<file path="config.mk">
export PLATFORM = sky130hd
export DESIGN_NAME = square_c
export DESIGN_NICKNAME = d
export VERILOG_FILES = /design/src/rtl/square_c.sv
export SDC_FILE = /design/constraint.sdc
export NUM_CORES = 1
export LEC_CHECK = 0
export CAP_MARGIN = 20
export CORE_ASPECT_RATIO = 0.6
export CORE_MARGIN = 3
export CORE_UTILIZATION = 41
export CTS_CLUSTER_DIAMETER = 30
export DETAILED_ROUTE_END_ITERATION = 12
export DONT_BUFFER_PORTS = 1
export GPL_ROUTABILITY_DRIVEN = 0
export SYNTH_ARGS = -nofsm -noshare
export SYNTH_HDL_FRONTEND = slang
export SYNTH_SLANG_ARGS = --single-unit
</file>
<file path="constraint.sdc">
create_clock -name clk -period 2.55 [get_ports clk]
set_input_delay 0.255 -clock clk [delete_from_list [all_inputs] [get_ports clk]]
set_output_delay 0.255 -clock clk [all_outputs]
set_load 0.03 [all_outputs]
</file>
<file path="src/rtl/square_c.sv">
// Sequential shift-add squarer: op_out = op_in^2 over a fixed 16-cycle CALC phase.
// Optional SQUARE_C_ADDEND_EN adds a 17-bit addend port, preloaded into the accumulator.
module square_c #(
   parameter int unsigned W = 16
) (
   input  logic           clk,
   input  logic           rst_n,
   input  logic           in_valid,
   output logic           in_ready,
   input  logic [W-1:0]   op_in,
`ifdef SQUARE_C_ADDEND_EN
   input  logic [W:0]     addend_in,
`endif
   output logic           out_valid,
   input  logic           out_ready,
   output logic [2*W-1:0] op_out
);

   localparam int unsigned CW = $clog2(W) + 1;

   typedef enum logic [1:0] {IDLE, CALC, DONE} state_t;

   state_t         state;
   logic [2*W-1:0] mcand;
   logic [W-1:0]   mplier;
   logic [2*W-1:0] acc;
   logic [CW-1:0]  cnt;
   logic [2*W-1:0] preload;

`ifdef SQUARE_C_ADDEND_EN
   assign preload = {{(W-1){1'b0}}, addend_in};
`else
   assign preload = '0;
`endif

   always_ff @(posedge clk or negedge rst_n) begin
      if (!rst_n) begin
         state  <= IDLE;
         mcand  <= '0;
         mplier <= '0;
         acc    <= '0;
         cnt    <= '0;
      end else begin
         case (state)
            IDLE: begin
               if (in_valid) begin
                  mcand  <= {{W{1'b0}}, op_in};
                  mplier <= op_in;
                  acc    <= preload;
                  cnt    <= '0;
                  state  <= CALC;
               end
            end
            CALC: begin
               // fixed latency: no early exit once the multiplier runs out of ones
               if (mplier[0])
                  acc <= acc + mcand;
               mcand  <= mcand << 1;
               mplier <= mplier >> 1;
               cnt    <= cnt + 1'b1;
               if (cnt == CW'(W - 1))
                  state <= DONE;
            end
            DONE: begin
               if (out_ready)
                  state <= IDLE;
            end
            default: state <= IDLE;
         endcase
      end
   end

   assign in_ready  = (state == IDLE);
   assign out_valid = (state == DONE);
   assign op_out    = acc;

endmodule
</file>
==> metrics <==
top cells by area, synth=dfrtp_1 42%, ha_1 8.0%, a21oi_1 6.5%; CP most frequent cell=a21o_1; largest net degree at the start of global routing=about 90; vias in the first global route=4236; Synth Area in Adders=8.43%; reg2reg start=mcand[10]; WL met1=7.36 mm; Final Setup Violations=5; Final Worst Setup Slack=-0.113 ns; DR vias/cell=5.47; area post-placement=5970 µm²; antenna violations before repair=0; clk_lat worst skew=0.34 ns; max layer used=met4; Core Region=11700 µm²; WP data required=2.81 ns; top_reg_cell synth=dfrtp_1; Area growth syn-to-layout=28.0%; XOR/XNOR Fraction of Synth Area=4.26%; Power Density=1390 nW/µm²; Post-Synth Simple-Gate Area=14.8%; Rows=30; Unique masters post-synth=47; Compound-Gate Fraction of Synth Area=26.5%; Hold Crit Class=input port to flop; slowest stage cell, crit path=or4b_1; wire length on met2=about 5.5 mm; worst reg2reg setup slack=-0.11 ns; initial DRC count=308; max_cap viols=0; H-tree depth=3; clock slew at reported path FFs=0.07 ns; drc violations=0; critical path fanouts, max=3; WS Path Type=flop to flop; Final Util=55.9%; area of the multi-input gates=slightly above 3000 µm²; Async S/R FF share, synth=100%; Final period util=104%; share of cells above drive strength 1=24.6%; DRT Pass-1 Iters=5; GR Overflow Total=0; CP startpoint=mcand[10]; EDFF count, synth=0; Yosys warning count=0; RSZ-0062 raised after global routing=yes; CP Capture Point=op_out[31]; CTS root buf=clkbuf_16; Storage cell area=between 2000 and 2500 µm²; global-route usage over all layers=~20%; CTS Buf Count=9; Place WS=-0.202 ns; most common cell after layout, fill and taps aside=buf_4; Post-DP HPWL=about 9.7 mm; die area=14000 µm²; Final TNS setup=-0.339 ns; Fin. Hold Viols=0; mux share of post-synthesis cell area=0.390%; Mean Syn Cell Area=roughly 9 µm²; drt wl/cell=~17 µm; most frequent cells in the layout=89 x buf_4, 80 x dfrtp_1, 79 x nand2_1; Worst-Margin Slew=~1.1 ns; largest family of logic cells by synthesized area=compound AO/OA/AOI/OAI gates; Synth Instances=569; IO Port Bufs=0; sequential area share after synthesis=42.4%; DIE WIDTH=approximately 150 µm; Layout fillers=approximately 1000; WL met3=a little under 800 µm; crit-path cells=ha_4 > a21o_1 > a21o_1 > a221oi_4 > o21ai_4 > a2111oi_4 > o21a_1 > nor3_2 > or4b_1 > o211ai_1; status=finished with violations; area share of the largest cell type after synthesis=42.4%; first-pass GRT wire length=22.3 mm; violated checks=setup timing; Finished Cell Area=6570 µm²; final clock skew=about 0.0064 ns; R2R depth=10; Leak Pwr=3.09 nW; Slew Viols, Final=0; CTS tree=yes; Yosys reg bits=between 80 and 90; diode count=0; r2r endpoint=op_out[31]; Worst path max stage delay=0.47 ns; Clock Sinks=87; fin nets=approximately 700; post-route ant nets=0; height of the chip=92.7 µm; relative slew slack=28.9%; Synth Cell Area=5140 µm²; syn nets=623; Bufs on Longest Clock Path=2; Initial Util=43.7%; Max Clk Rate=376 MHz; CP Data Arrival Time=2.92 ns; Total Power=9.14 mW; # IOs=54; vias after detailed routing=~4400; Critical Path Sink Type=flop; dominant cell type by area after synthesis=dfrtp_1; post-layout min period=2.66 ns; Startpoint Class=flop; Max VDD drop=583 µV; final wirelength=between 10 and 15 mm
power by group:
group          switching (mW)  internal [mW]  total, mW
Combinational            3.01           2.37       5.38
Sequential              0.454           1.94       2.40
Clock                   0.597          0.774       1.37
logic make-up (layout without fill, tap and decap cells):
group | after synthesis | after routing
flip-flops | 87 | 87
multiplexers | 2 | 2
AND/OR/NAND/NOR | 160 | 160
adder cells (fa/ha/maj) | 34 | 34
AO/OA/AOI/OAI | 219 | 219
XOR/XNOR | 25 | 25
buffers and inverters | 42 | 120
area by class of cell:
cell class	count	area share, %
multi-input combinational	440	47.1
inverter	10	0.571
timing repair buffer	94	11.4
tap	160	3.05
sequential	87	33.3
clock inverter	7	1.22
clock buffer	9	3.43
worst max-delay path: cells and delay by family (launching register included):
kind                       cells  cell delay (ns)
AOI/OAI and AO/OA              7             1.40
and+or+nand+nor                2             0.52
DFF                            1             0.41
adders and majority gates      1             0.25
per-stage QoR:
| stage | std cells | hold slack (ns) |
|---|---|---|
| after floorplan | 569 | -0.0406 |
| after global placement | 779 | -0.0359 |
| after detailed placement | 779 | -0.0360 |
| after CTS | 802 | 0.0709 |
| after global routing | 807 | 0.0769 |
| final | 807 | 0.0815 |
registers in the layout (all words and copies together) (netlist names):
name	cells
op_out	32
mcand	32
cnt	5
mplier	16
state	2
metal layers:
metal,vias to the layer above,track usage [%]
li1,2198,-
met1,2125,32.3
met2,83,26.4
met3,7,5.33
met4,0,4.11
met5,-,0
how the worst min path moves through the flow:
stage                       endpoint     start  cells past startpoint  slack [ns]
after floorplan               cnt[0]     rst_n                      0       -0.04
after global placement     mcand[28]     rst_n                      0       -0.04
after detailed placement  op_out[28]     rst_n                      0       -0.04
after CTS                   state[0]  in_valid                      2        0.07
after global routing        state[0]  in_valid                      2        0.08
final                       state[0]  in_valid                      2        0.08
cells in the mapped netlist, drive strengths merged (10+ instances only):
library cell  count
nand2b           11
and2             16
clkbuf           27
a21oi            67
xor2             15
nor2             14
a22o             22
ha               33
xnor2            10
dfrtp            87
o21ai            75
inv              10
nand2            79
a21o             23
what timing repair did:
item / CTS / global route
hold buffers: 2 / 0
pin swaps: 16 / 18
setup endpoints to repair: 10 / 17
hold endpoints to repair: 87 / 0
buffers inserted: 6 / 5
resized for setup: 14 / 25
gates cloned: 0 / 0
Power figures use the tool's default switching activity.
